$ cat src/rtl/rcn_uart_fifo.sv
// Byte buffering between the RCN UART bus logic and the ser/des framer:
// a show-ahead tx FIFO feeding the framer handshake and an rx FIFO holding data plus frame error.
module rcn_uart_fifo #(
    parameter int DEPTH_LOG2 = 4
) (
    input  logic                  clk_50,
    input  logic                  rst_n,
    input  logic                  tx_push,
    input  logic [7:0]            tx_push_data,
    output logic                  tx_full,
    output logic [DEPTH_LOG2:0]   tx_count,
    output logic                  fr_tx_vld,
    output logic [7:0]            fr_tx_data,
    input  logic                  fr_tx_busy,
    input  logic                  fr_rx_vld,
    input  logic [7:0]            fr_rx_data,
    input  logic                  fr_rx_frame_error,
    input  logic                  rx_pop,
    output logic [8:0]            rx_pop_data,
    output logic                  rx_empty,
    output logic [DEPTH_LOG2:0]   rx_count,
    output logic                  rx_overflow,
    input  logic                  rx_overflow_clr
);

    localparam int DEPTH = 1 << DEPTH_LOG2;
    localparam logic [DEPTH_LOG2:0]   FULL_CNT = (DEPTH_LOG2 + 1)'(DEPTH);
    localparam logic [DEPTH_LOG2:0]   CNT_ONE  = (DEPTH_LOG2 + 1)'(1);
    localparam logic [DEPTH_LOG2-1:0] PTR_ONE  = DEPTH_LOG2'(1);

    logic [7:0]            tx_mem_r [DEPTH];
    logic [8:0]            rx_mem_r [DEPTH];
    logic [DEPTH_LOG2-1:0] tx_wr_ptr_r, tx_rd_ptr_r, rx_wr_ptr_r, rx_rd_ptr_r;
    logic [DEPTH_LOG2:0]   tx_count_r, rx_count_r;
    logic                  rx_overflow_r;

    logic tx_empty_s, rx_full_s;
    logic tx_push_ok_s, tx_pop_ok_s, rx_push_ok_s, rx_pop_ok_s;

    // Flags and handshake qualifiers, all derived from registered counts
    always_comb begin
        tx_empty_s   = (tx_count_r == '0);
        rx_full_s    = (rx_count_r == FULL_CNT);
        tx_push_ok_s = tx_push && (tx_count_r != FULL_CNT);
        tx_pop_ok_s  = !tx_empty_s && !fr_tx_busy;
        rx_pop_ok_s  = rx_pop && (rx_count_r != '0);
        // A full rx FIFO still takes a byte when the host frees a slot in the same cycle
        rx_push_ok_s = fr_rx_vld && (!rx_full_s || rx_pop_ok_s);
    end

    assign tx_full     = (tx_count_r == FULL_CNT);
    assign tx_count    = tx_count_r;
    assign fr_tx_vld   = !tx_empty_s;
    assign fr_tx_data  = tx_mem_r[tx_rd_ptr_r];
    assign rx_pop_data = rx_mem_r[rx_rd_ptr_r];
    assign rx_empty    = (rx_count_r == '0);
    assign rx_count    = rx_count_r;
    assign rx_overflow = rx_overflow_r;

    // Tx storage write; contents are intentionally not reset
    always_ff @(posedge clk_50) begin
        if (tx_push_ok_s) begin
            tx_mem_r[tx_wr_ptr_r] <= tx_push_data;
        end
    end

    // Rx storage write; contents are intentionally not reset
    always_ff @(posedge clk_50) begin
        if (rx_push_ok_s) begin
            rx_mem_r[rx_wr_ptr_r] <= {fr_rx_frame_error, fr_rx_data};
        end
    end

    // Tx pointers and occupancy
    always_ff @(posedge clk_50 or negedge rst_n) begin
        if (!rst_n) begin
            tx_wr_ptr_r <= '0;
            tx_rd_ptr_r <= '0;
            tx_count_r  <= '0;
        end else begin
            if (tx_push_ok_s) begin
                tx_wr_ptr_r <= tx_wr_ptr_r + PTR_ONE;
            end
            if (tx_pop_ok_s) begin
                tx_rd_ptr_r <= tx_rd_ptr_r + PTR_ONE;
            end
            case ({tx_push_ok_s, tx_pop_ok_s})
                2'b10:   tx_count_r <= tx_count_r + CNT_ONE;
                2'b01:   tx_count_r <= tx_count_r - CNT_ONE;
                default: tx_count_r <= tx_count_r;
            endcase
        end
    end

    // Rx pointers, occupancy and sticky overflow (set wins over clear)
    always_ff @(posedge clk_50 or negedge rst_n) begin
        if (!rst_n) begin
            rx_wr_ptr_r   <= '0;
            rx_rd_ptr_r   <= '0;
            rx_count_r    <= '0;
            rx_overflow_r <= 1'b0;
        end else begin
            if (rx_push_ok_s) begin
                rx_wr_ptr_r <= rx_wr_ptr_r + PTR_ONE;
            end
            if (rx_pop_ok_s) begin
                rx_rd_ptr_r <= rx_rd_ptr_r + PTR_ONE;
            end
            case ({rx_push_ok_s, rx_pop_ok_s})
                2'b10:   rx_count_r <= rx_count_r + CNT_ONE;
                2'b01:   rx_count_r <= rx_count_r - CNT_ONE;
                default: rx_count_r <= rx_count_r;
            endcase
            if (fr_rx_vld && !rx_push_ok_s) begin
                rx_overflow_r <= 1'b1;
            end else if (rx_overflow_clr) begin
                rx_overflow_r <= 1'b0;
            end
        end
    end

endmodule

$ cat config.mk
export PLATFORM = sky130hd
export DESIGN_NAME = rcn_uart_fifo
export DESIGN_NICKNAME = d
export VERILOG_FILES = /design/src/rtl/rcn_uart_fifo.sv
export SDC_FILE = /design/constraint.sdc
export NUM_CORES = 1
export LEC_CHECK = 0
export ABC_AREA = 1
export CAP_MARGIN = 30
export CORE_MARGIN = 2
export CORE_UTILIZATION = 50
export DETAILED_ROUTE_END_ITERATION = 12
export GPL_ROUTABILITY_DRIVEN = 0
export PLACE_DENSITY = 0.66
export SYNTH_ARGS = -nofsm -noshare
export SYNTH_HDL_FRONTEND = slang
export SYNTH_SLANG_ARGS = --single-unit
$ cat constraint.sdc
create_clock -name clk_50 -period 3.5 [get_ports clk_50]
set_clock_uncertainty 0.15 [all_clocks]
set_input_delay 0.35 -clock clk_50 [delete_from_list [all_inputs] [get_ports clk_50]]
set_output_delay 0.35 -clock clk_50 [all_outputs]
set_load 0.02 [all_outputs]
==> summary.md, run 1 <==
| Metric | Value |
|---|---|
| DRC | 0 |
| Slew @ Worst Pin | 0.862 ns |
| Status | finished clean |
| Core area | 0.0267 mm^2 |
| Avg WL per Cell | roughly 16 um |
| Post-Place Worst Slack | 0.702 ns |
| # fillers | 2200 |
| Syn Nets | approximately 1400 |
| CP dominant cell by count | nand2_1 |
| Setup tns final | 0 ns |
| Power Total | between 10 and 15 mW |
| All-Layer GR Usage | 20.9% |
| Crit path DAT | about 2.8 ns |
| TritonCTS Sinks | 299 |
| Hold Fails Final Rpt | 0 |
| Die W | 168 um |
| Register bit total from synthesis | between 200 and 300 |
| Synth top cells by count | nand2_1 (408), edfxtp_1 (272), inv_1 (238) |
| Cell with the most instances after synthesis | nand2_1 |
| Root buffer cell | clkbuf_16 |
| Critical Path Start Type | register |
| Reg clk slew, reported paths | roughly 0.060 ns |
| Storage element area | roughly 0.0088 mm^2 |
| Worst r2r src | rx_count[1] |
| ANT cells | 0 |
| Layout cells sized above 1 | around 5.5% |
| Register area share after synthesis | between 60% and 70% |
| Starting Density | 50.4% |
| Vias in the first global route | around 8600 |
| Final Hold Slack | about 0.053 ns |
| Worst-Skew Late Latency | approximately 0.54 ns |
| Crit Path Class | register to primary output |
| Critical Path Sink Type | primary output |
| Synth Warn # | 0 |
| Postcts setup bufs | 0 |
| Num CTS Buffers | 31 |
| RR Endpoint | rx_count[4] |
| Cell Area, Synth | 0.0134 mm^2 |
| Final HPWL DP | between 15000 and 20000 um |
| Critical path buffer and inverter count | 3 |
| Die Ht | between 150 and 200 um |
| First DRT Iteration DRCs | 709 |
| Worst path cell trace | inv_2 > buf_12 > nand2_1 > nand2_1 > nand2_1 > nand3_1 > nand3_1 > nand2_1 > clkdlybuf4s50_1 |
| Initial antenna violation count | 0 |
| Max clock buf depth | 3 |
| CTS tree | built |
| Req. time, crit path | 3.00 ns |
| Via/cell ratio | roughly 5.1 |
| Port Buffer Count | 54 |
| # IOs | between 50 and 60 |
| Fin crit share | 93.3% |
| First-pass GRT wire length | between 40000 and 50000 um |
| Setup violators final | 0 |
| Area occupied by multi-input gates | 0.00335 mm^2 |
| Leading area contributor after synthesis | edfxtp_1 |
| Syn_area_per_cell | ~10 um^2 |
| Maximum capacitance violations | 0 |
| Nets | ~1400 |
| Largest net degree at the start of global routing | 75 |
| Fin cells | 1752 |
| Synth top area cells | edfxtp_1 (61%), nand2_1 (11%), nand3_1 (8.1%), inv_1 (6.6%), dfrtp_1 (5.0%) |
| Final worst-path setup slack | around 0.24 ns |
| Area share of the largest cell type after synthesis | 60.8% |
| Post-synth EDFFs | 272 |
| Rel. slew slack | 42.3% |
| Die area | 0.0282 mm^2 |
| Fin crit period | between 3 and 4 ns |
| Mapped Cells | approximately 1300 |
| Leakage power figure | about 6.6 nW |
| Netlist cell types | 23 |
| Crit-path slowest cell | clkdlybuf4s50_1 |
| Via count | 8934 |
| Critical Path Max Stage Delay | 0.61 ns |
| CP max FO | between 50 and 60 |
| Hold/Removal Path Class | input port to asynchronous set/reset pin |
| Power Dens Cells | 811 mW/mm^2 |
| Inst Count DP | about 1700 |
| Post-synth ARST share | a little under a tenth |
| Reg2reg setup slack | 0.95 ns |
| Worst path top cell family by delay | buffers and inverters |
| Area growth syn-to-layout | 13.7% |
| RSZ-0062 raised after global routing | no |
| Row cnt | 60 |
| # H-tree levels | 1 |
| Grt ovf | 0 |
| Maximum vdd drop | just under 0.0005 V |
| Worst Reg-to-Reg Cells | 11 |
| Fin. max-slew vios | 0 |
| Final WL | 28800 um |
| Maximum clock frequency | 306 MHz |
| Primary FF master, synth | edfxtp_1 |
| Drt first pass iters | 5 |
| Final ANT Viol Nets | 0 |
==> final cells by class <==
type | instances | area share (%)
repair buffers | 80 | 5.08
well taps | 341 | 2.79
clock buffers | 38 | 5.25
flip-flops and latches | 299 | 57.9
inverters | 245 | 6.02
multi-input cells | 730 | 21.9
clock inverters | 19 | 1.09
==> worst register-to-register path, stage by stage (launching register included) <==
cell	delay, ns
dfrtp_1	0.44
nor2_1	0.20
nand4_2	0.18
nand2_2	0.33
ha_1	0.35
ha_1	0.32
a21oi_1	0.18
nand2_1	0.07
nand2_1	0.07
nand2_1	0.05
nand2_1	0.06
nand2_1	0.05
==> power breakdown <==
| part | switching [mW] | internal [mW] | leakage [nW] |
|---|---|---|---|
| logic | 3.06 | 1.61 | 3.37 |
| clock network | 1.29 | 1.84 | 0.479 |
| registers | 0.242 | 4.35 | 2.78 |
==> routing by layer <==
layer / routed length (um) / track usage [%] / part of all wire [%] / up-vias
met1: 12300 / 29.2 / 43 / 4161
met2: 13700 / 34.5 / 48 / 334
met3: 2230 / 3.08 / 7.7 / 41
met5: 0 / 0 / 0 / -
met4: 531 / 5.41 / 1.8 / 0
li1: - / - / - / 4398
==> what timing repair did <==
item	CTS	global route
hold buffers	0	0
gates resized for setup	0	1
endpoints found under the setup margin	0	2
hold endpoints to repair	0	0
==> cells by family after synthesis <==
logic type | count (synthesis) | synth area share (%)
AO/OA/AOI/OAI | 22 | 0.828
buffers and inverters | 300 | 9.29
XOR/XNOR | 16 | 1.04
adder cells (fa/ha/maj) | 20 | 1.97
AND/OR/NAND/NOR | 672 | 21.1
flip-flops | 299 | 65.8
==> per-stage QoR <==
step / util (%) / cell area (um^2)
3_5_place_dp: 53.7 / 14300
5_1_grt: 57.4 / 15300
3_3_place_gp: 53.7 / 14300
2_1_floorplan: - / 13400
6_report: 57.4 / 15300
4_1_cts: 57.4 / 15300
==> how the worst max path moves through the flow <==
stage,slack [ns],depth (start not counted),startpoint,endpoint
2_1_floorplan,1.08,12,tx_count[1],tx_count[4]
3_3_place_gp,0.75,12,rx_pop,rx_count[4]
3_5_place_dp,0.70,12,rx_pop,rx_count[4]
4_1_cts,0.21,8,rx_rd_ptr_r[0],rx_pop_data[4]
5_1_grt,0.07,9,rx_rd_ptr_r[0],rx_pop_data[2]
6_report,0.24,9,rx_rd_ptr_r[0],rx_pop_data[3]
==> registers in the layout, indices dropped and copies added (netlist names) <==
register,flops
rx_mem_r,144
tx_mem_r,128
rx_count,5
tx_count,5
rx_rd_ptr_r,4
rx_wr_ptr_r,4
tx_rd_ptr_r,4
tx_wr_ptr_r,4
rx_overflow,1
==> cell usage in the layout (no fill, tap or decap) <==
| cell | synthesis | final |
|---|---|---|
| nand4_2 | 1 | 1 |
| buf_6 | 2 | 1 |
| dfrtp_1 | 27 | 25 |
| nand3_1 | 218 | 218 |
| inv_8 | 0 | 1 |
| clkinv_1 | 2 | 10 |
| o21ai_0 | 13 | 13 |
| nor3_1 | 16 | 16 |
| nand2_2 | 1 | 1 |
| edfxtp_1 | 272 | 272 |
| inv_1 | 238 | 238 |
| a21oi_1 | 8 | 8 |
| buf_4 | 19 | 22 |
| bufinv_16 | 0 | 3 |
| buf_12 | 0 | 3 |
| clkdlybuf4s50_1 | 0 | 54 |
| o22ai_1 | 1 | 1 |
| dfrtp_2 | 0 | 2 |
| fa_1 | 2 | 2 |
| clkbuf_16 | 0 | 31 |
| inv_2 | 5 | 5 |
| clkinv_2 | 0 | 7 |
| xnor2_1 | 6 | 6 |
| nor2_1 | 25 | 25 |
| nand2_1 | 408 | 408 |
| nand4_1 | 3 | 3 |
| xor2_1 | 10 | 10 |
| ha_1 | 18 | 18 |
| clkbuf_1 | 5 | 7 |
Power figures use the tool's default switching activity.
==> run 2, diff against run 1 <==
--- a/config.mk
+++ b/config.mk
@@ -6,6 +6,7 @@
 export NUM_CORES = 1
 export LEC_CHECK = 0
 export ABC_AREA = 1
+export ABC_CLOCK_PERIOD_IN_PS = 3500
 export CAP_MARGIN = 30
 export CORE_MARGIN = 2
 export CORE_UTILIZATION = 50
==> results of run 2 <==
Same layout as run 1: the final DEF is identical, and so are final timing and power.
==> run 3, diff against run 2 <==
--- a/config.mk
+++ b/config.mk
@@ -6,7 +6,7 @@
 export NUM_CORES = 1
 export LEC_CHECK = 0
 export ABC_AREA = 1
-export ABC_CLOCK_PERIOD_IN_PS = 3500
+export ABC_CLOCK_PERIOD_IN_PS = 3950
 export CAP_MARGIN = 30
 export CORE_MARGIN = 2
 export CORE_UTILIZATION = 50
==> constraint.sdc (replaced) <==
create_clock -name clk_50 -period 3.95 [get_ports clk_50]
set_clock_uncertainty 0.15 [all_clocks]
set_input_delay 0.395 -clock clk_50 [delete_from_list [all_inputs] [get_ports clk_50]]
set_output_delay 0.395 -clock clk_50 [all_outputs]
set_load 0.02 [all_outputs]
==> run 3 against run 2 <==
Compared with the run above: via count grew 0.27%; sequential power decreased by 11%; total power down 11%; critical path depth unchanged; non-clock buffer count is 4 higher; highest routed layer unchanged.
==> summary.md, run 3 (synthesis gave the netlist of run 1 again) <==
| Metric | Value |
|---|---|
| Status | finished clean |
| Die Ht | ~170 um |
| Post-DP Area | between 0.01 and 0.015 mm^2 |
| CP max FO | 42 |
| Hold buffer count at cts | 0 |
| Via/cell ratio | 5.10 |
| Final WL | 29400 um |
| CTS tree | built |
| Most flop-heavy register | rx_mem_r |
| Rel. slew slack | 43.0% |
| Post-cts resize count | 0 |
| Inst Count DP | roughly 1700 |
| Port Buffer Count | 54 |
| Via count | between 8000 and 9000 |
| Final ANT Viol Nets | 0 |
| Layout cells sized above 1 | 5.80% |
| Root buffer cell | clkbuf_16 |
| Hold Fails Final Rpt | 0 |
| Die area | approximately 0.028 mm^2 |
| Metal3 WL | 1930 um |
| Maximum clock frequency | about 300 MHz |
| Hold/Removal Path Class | input port to asynchronous set/reset pin |
| Most frequent cells in the layout | nand2_1 (408), edfxtp_1 (272), inv_1 (238) |
| Avg WL per Cell | 16.8 um |
| Maximum vdd drop | between 0.0004 and 0.0005 V |
| Crit Path Class | register to primary output |
| Largest regs | rx_mem_r (144), tx_mem_r (128) |
| Fin. max-slew vios | 0 |
| Row cnt | 60 |
| Met2 wire len | 13700 um |
| Initial antenna violation count | 0 |
| Postcts setup bufs | 0 |
| Fin crit period | between 3 and 4 ns |
| Max clock buf depth | 3 |
| Power Dens Cells | ~720 mW/mm^2 |
| Maximum capacitance violations | 0 |
| All-Layer GR Usage | between 20% and 30% |
| DRC | 0 |
| RSZ-0062 raised after global routing | no |
| Final HPWL DP | 18100 um |
| Worst-Skew Late Latency | between 0.5 and 0.6 ns |
| Final Cell Area | around 0.015 mm^2 |
| Critical Path Start Type | register |
| Power Total | approximately 11 mW |
| Area growth syn-to-layout | 14.0% |
| Vias in the first global route | roughly 8500 |
| Grt ovf | 0 |
| TritonCTS Sinks | around 300 |
| Drt first pass iters | 6 |
| First-pass GRT wire length | around 46000 um |
| Leakage power figure | 6.66 nW |
| Final Hold Slack | 0.0569 ns |
| Reg clk slew, reported paths | approximately 0.06 ns |
| M1 WL | around 13000 um |
| Largest net degree at the start of global routing | 67 |
| First DRT Iteration DRCs | just under 700 |
| Fin cells | approximately 1800 |
| Crit path DAT | around 2.8 ns |
| Die W | ~170 um |
| Core area | between 0.02 and 0.03 mm^2 |
| # H-tree levels | 1 |
| Starting Density | 50.4% |
| Req. time, crit path | 3.40 ns |
| Setup tns final | 0 ns |
| ANT cells | 0 |
| Slew @ Worst Pin | between 0.8 and 0.9 ns |
| Critical Path Sink Type | primary output |
| Uppermost layer routed | met4 |
| Fin crit share | 84.5% |
| Setup violators final | 0 |
| Max reg flops | about 140 |
| Num CTS Buffers | 31 |
| Nets | ~1400 |
| # IOs | 55 |
| Most common cell after layout, fill and taps aside | nand2_1 |
-- run 3: cell types whose count changed in the layout (fill, tap and decap cells not counted), sizes merged --
cell	previous run	this run
buf	26	30
bufinv	3	4
clkinv	17	16
-- run 3: final timing paths --
kind	from	endpoint	slack [ns]	cells past startpoint
setup / recovery	tx_rd_ptr_r[0]	fr_tx_data[6]	0.61	9
hold / removal	rst_n	tx_count[3]	0.06	1
setup reg to reg	rx_count[1]	rx_count[3]	1.40	10
hold reg to reg	rx_wr_ptr_r[3]	rx_wr_ptr_r[3]	0.38	2
max in group asynchronous	rst_n	tx_rd_ptr_r[2]	2.98	3
min in group clk_50	rx_overflow_clr	rx_overflow	0.31	2
-- run 3: area by class of cell --
| cell class | instances | area [um^2] |
|---|---|---|
| sequential | 299 | 8850 |
| multi-input combinational | 730 | 3350 |
| fill | 2187 | 11300 |
| tap | 341 | 427 |
| timing repair buffer | 84 | 786 |
| inverter | 245 | 920 |
| clock inverter | 19 | 190 |
| clock buffer | 38 | 802 |
-- run 3: worst max-delay path, stage by stage, from the launching register on --
cell and delay [ns]:
dfrtp_2 0.41, inv_2 0.35, buf_12 0.28, nand2_1 0.07, nand2_1 0.06, nand2_1 0.05
nand3_1 0.08, nand3_1 0.16, nand2_1 0.12, clkdlybuf4s50_1 0.62
-- run 3: per-layer routing --
| metal | vias up | global-route usage (%) |
|---|---|---|
| li1 | 4415 | - |
| met4 | 0 | 6.20 |
| met3 | 52 | 3.17 |
| met2 | 278 | 33.7 |
| met5 | - | 0 |
| met1 | 4213 | 29.9 |
-- run 3: stage by stage --
step	util (%)	worst slack [ns]
after global routing	57.5	0.439
after global placement	53.7	1.14
after CTS	57.5	0.608
final	57.5	0.613
after floorplan	-	1.53
after detailed placement	53.8	1.11
-- run 3: power by group --
part | switching, mW | internal [mW] | leakage, nW | total, mW
clock network | 1.17 | 1.69 | 0.490 | 2.87
logic | 2.68 | 1.41 | 3.38 | 4.09
registers | 0.241 | 3.86 | 2.78 | 4.10
==> RTL change 1 (flow settings as in run 2) <==
Register the output `rx_overflow` once more; this adds one clock of latency there. The other outputs are not delayed to match.
--- a/src/rtl/rcn_uart_fifo.sv
+++ b/src/rtl/rcn_uart_fifo.sv
@@ -55,7 +55,9 @@
     assign rx_pop_data = rx_mem_r[rx_rd_ptr_r];
     assign rx_empty    = (rx_count_r == '0);
     assign rx_count    = rx_count_r;
-    assign rx_overflow = rx_overflow_r;
+    always_ff @(posedge clk_50) begin
+        rx_overflow <= rx_overflow_r;
+    end
 
     // Tx storage write; contents are intentionally not reset
     always_ff @(posedge clk_50) begin
Behaviour: same outputs for any inputs over 4 cycles, from zero or initial values and one cycle with rst_n low; that may be too few to reach the edited logic, so the function may still have changed.
==> RTL change 1 against run 2 <==
  * Sequential cell count up 1
  * Non-clock buffer count rose by 6
  * Wire length is 6.5% lower
  * Synthesized area down 7.0%
  * First-iteration DRC count up 29%
  * Sequential share of layout area grew 3.7 points
  * Synthesized cell count down 24%
  * Power fell by 1.1%
  * Final area fell by 5.8%
  * Setup slack lost 0.019 ns
  * Critical path type unchanged
  * Highest routed layer unchanged
==> RTL change 1: results <==
[run_status]
status = "finished, final reports clean"

[setup_path]
arrival_ns = 2.78
cp_slowest_cell = "dfrtp_1"
crit_fanout = 18

[power]
swShare_pct = 36.1
leakage_nw = 5.03

[synthesis]
synth-compound-area-share_pct = 10.8
ys_top_cells_by_count = "edfxtp_1 (272), nor2_1 (209), o21ai_0 (134), nand2_1 (71), o211ai_1 (68)"
ys_types = 31
synth_area_leaders = "edfxtp_1 (65%), nor2_1 (6.3%), dfrtp_1 (5.4%)"
synth_xor_area_share_pct = 1.26
async_reset_ff_share_pct = 9.00

[routing]
viasPerCell = 5.54
firstDrtPassIters = 7
drt_iter0_drc = 912
wl_per_cell_um = 18.9

[layout]
drive_gt1_share_pct = 7.71
nets = 1123

[global_route]
grt_pass1_wl_um = 42000
grt_max_degree = 82
grt_use_total_pct = 20.7
grt_pass1_vias = 7622

[placed_design]
pre_cts_ws_ns = 0.806

[worst_hold_path]
hold_path.class = "register to register"

[clock_network]
numCtsBuffers = 30

[timing]
slew_headroom_pct = 41.5
-- RTL change 1: cell count changes after synthesis, moves of 14 or more --
| cell | change |
|---|---|
| nor3_1 | -16 |
| nor2_1 | +184 |
| o21ai_0 | +121 |
| buf_4 | -14 |
| nand3_1 | -174 |
| o211ai_1 | +68 |
| inv_1 | -191 |
| nand2_1 | -337 |
-- RTL change 1: final cells by class --
cell class | count | area [um2]
sequential | 300 | 8870
fill | 1970 | 10100
clock buffer | 40 | 810
multi-input combinational | 608 | 3110
clock inverter | 15 | 143
inverter | 54 | 205
tap | 324 | 405
timing repair buffer | 86 | 853
-- RTL change 1: what timing repair did --
item                                   CTS  global route
hold buffers                             1             0
endpoints found under the hold margin    5             0
gates resized for setup                  0             0
setup endpoints to repair                0             0
-- RTL change 1: cell families (layout without fill, tap and decap cells) --
kind of cell,after synthesis,count (layout)
AO/OA/AOI/OAI,235,235
XOR/XNOR,18,18
adder cells (fa/ha/maj),19,19
buffers and inverters,108,195
flip-flops,300,300
AND/OR/NAND/NOR,336,336
-- RTL change 1: through the flow --
stage	instance area, um2	std cells	utilization [%]
2_1_floorplan	12500	1016	-
3_3_place_gp	13400	1370	54.8
3_5_place_dp	13400	1371	54.9
4_1_cts	14400	1427	58.9
5_1_grt	14400	1427	58.9
6_report	14400	1427	58.9
-- RTL change 1: path summary, 6_finish.rpt --
check,cells after the start,slack [ns],endpoint,startpoint
max,6,0.22,fr_tx_data[2],tx_rd_ptr_r[1]
min,0,0.23,rx_overflow,rx_overflow_r
max reg2reg,12,0.89,tx_count[4],tx_count[1]
min reg2reg,0,0.23,rx_overflow,rx_overflow_r
max in group asynchronous,4,2.08,rx_rd_ptr_r[3],rst_n
min in group asynchronous,2,0.51,tx_count[0],rst_n
-- RTL change 1: per-layer routing --
layer  wire length (um)  GRT usage, %  vias up  share of wire (%)
met5                  0             0        -                  0
met3               1890          3.09       57                7.0
met2              12900          34.2      291                 48
met4                688          6.32        0                2.6
met1              11400          28.6     3807                 42
li1                   -             -     3754                  -
-- RTL change 1: power groups by stage --
stage | Sequential (mW) | Clock, mW | Combinational (mW)
3_5_place_dp | 4.75 | 0 | 4.49
2_1_floorplan | 4.69 | 0 | 2.97
4_1_cts | 4.68 | 3.15 | 4.51
6_report | 4.68 | 3.11 | 4.47
5_1_grt | 4.72 | 3.29 | 4.93
3_3_place_gp | 4.74 | 0 | 4.42
==> RTL change 2 (settings of run 2) <==
Made on the original files. Change the parameter `DEPTH_LOG2` from 4 to 3.
--- a/src/rtl/rcn_uart_fifo.sv
+++ b/src/rtl/rcn_uart_fifo.sv
@@ -1,7 +1,7 @@
 // Byte buffering between the RCN UART bus logic and the ser/des framer:
 // a show-ahead tx FIFO feeding the framer handshake and an rx FIFO holding data plus frame error.
 module rcn_uart_fifo #(
-    parameter int DEPTH_LOG2 = 4
+    parameter int DEPTH_LOG2 = 3
 ) (
     input  logic                  clk_50,
     input  logic                  rst_n,
Ports: changed (resized rx_count and tx_count); port bits go from 55 to 53. No check against the original RTL was run, so the function may have changed too.
==> RTL change 2 against run 2 <==
  * Setup slack better by 0.41 ns
  * Fmax up 14%
  * Power down 40%
  * Critical path type unchanged
  * Sequential cell count down 142
  * Wire length down 53%
  * Synthesized area down 50%
  * Non-clock buffer count down 14
  * Sequential power down 44%
  * Largest power group unchanged
  * Final area down 47%
  * Critical path depth down 1
  * Clock power down 36%
  * Global-route usage down 0.76 points
==> RTL change 2: results <==
[clock_network]
clock_latency_ns = 0.42
cts_max_path_buffers = 2
cts_max_level = 4
numCtsBuffers = 17

[synthesis]
ys_top_cells_by_count = "nand2_1 (188), edfxtp_1 (136), nor2_1 (102), o21ai_1 (40), o21ai_0 (39)"
ys_types = 25
synth-compound-area-share_pct = 6.00
synth-edff-count = 136
syn-num-nets = 655
synth_xor_area_share_pct = 1.31
synth_fa_ha_area_share_pct = 2.47

[run_status]
status = "finished, final reports clean"

[routing]
firstDrtPassIters = 4
wl_per_cell_um = 15.6
drt_iter0_drc = 303
viasPerCell = 5.09

[global_route]
grt_use_met2_pct = 30.5
met3_usage_pct = 4.18
grt_pass1_wl_um = 21700
grt_use_total_pct = 20.1
gr-usage-met1_pct = 28.4
grt_pass1_vias = 4238

[placed_design]
placed_area_mm2 = 0.00740
dp_hpwl_um = 8440

[setup_path]
crit_fanout = 33

[timing]
slew_headroom_pct = 38.9

[power]
p_switching_mw = 2.64

[layout]
n_fill_cell = 1067
top_regs = "rx_mem_r (72), tx_mem_r (64)"
[RTL change 2: power by group through the flow]
stage               Combinational (mW)  Sequential (mW)  Clock (mW)
floorplan                         1.85             2.60           0
global placement                  2.77             2.58           0
detailed placement                2.83             2.59           0
CTS                               2.85             2.56        2.02
global route                      3.16             2.59        2.09
finish                            2.82             2.55        2.00
[RTL change 2: path summary, 6_finish.rpt]
path	slack, ns	end	startpoint	cells after the start
hold reg to reg	0.37	rx_wr_ptr_r[0]	rx_wr_ptr_r[0]	2
max in group asynchronous	2.64	rx_rd_ptr_r[0]	rst_n	2
min in group clk_50	0.36	rx_overflow	rx_overflow_clr	2
setup / recovery	0.64	fr_tx_data[6]	tx_rd_ptr_r[0]	8
hold / removal	0.10	tx_count[2]	rst_n	1
setup reg to reg	1.19	rx_count[3]	rx_count[1]	10
[RTL change 2: cell families (layout without fill, tap and decap cells)]
group | after synthesis | in the layout
flops | 157 | 157
compound gates | 80 | 80
xor+xnor | 10 | 10
simple gates | 305 | 305
buf+inv | 55 | 132
fa+ha+maj | 12 | 12
[RTL change 2: layer usage]
layer | up-vias | routed length [um] | share of wire [%]
met2 | 141 | 6410 | 47
met5 | - | 0 | 0
met4 | 0 | 197 | 1.4
met3 | 16 | 800 | 5.9
li1 | 2193 | - | -
met1 | 2091 | 6240 | 46
[RTL change 2: worst max-delay path: stages (launching register included)]
cell	delay, ns
dfrtp_1	0.38
inv_2	0.44
nand2_1	0.10
nand2_1	0.08
nand2_1	0.04
o21ai_1	0.09
nand2_1	0.06
nand2_1	0.12
clkdlybuf4s50_1	0.61
[RTL change 2: area by class of cell]
cell class | count | area (um2) | area share, %
inverters | 34 | 134 | 1.66
multi-input cells | 407 | 1820 | 22.6
flip-flops and latches | 157 | 4610 | 57.1
clock buffers | 21 | 460 | 5.71
well taps | 176 | 220 | 2.73
clock inverters | 11 | 189 | 2.34
repair buffers | 66 | 633 | 7.85
[RTL change 2: per-stage QoR]
stage	power [mW]	util, %	cells	worst slack [ns]
after floorplan	4.44	-	619	1.11
after global placement	5.35	56.4	839	0.956
after detailed placement	5.42	56.4	839	0.844
after CTS	7.42	61.3	871	0.622
after global routing	7.85	61.4	872	0.431
final	7.38	61.4	872	0.644
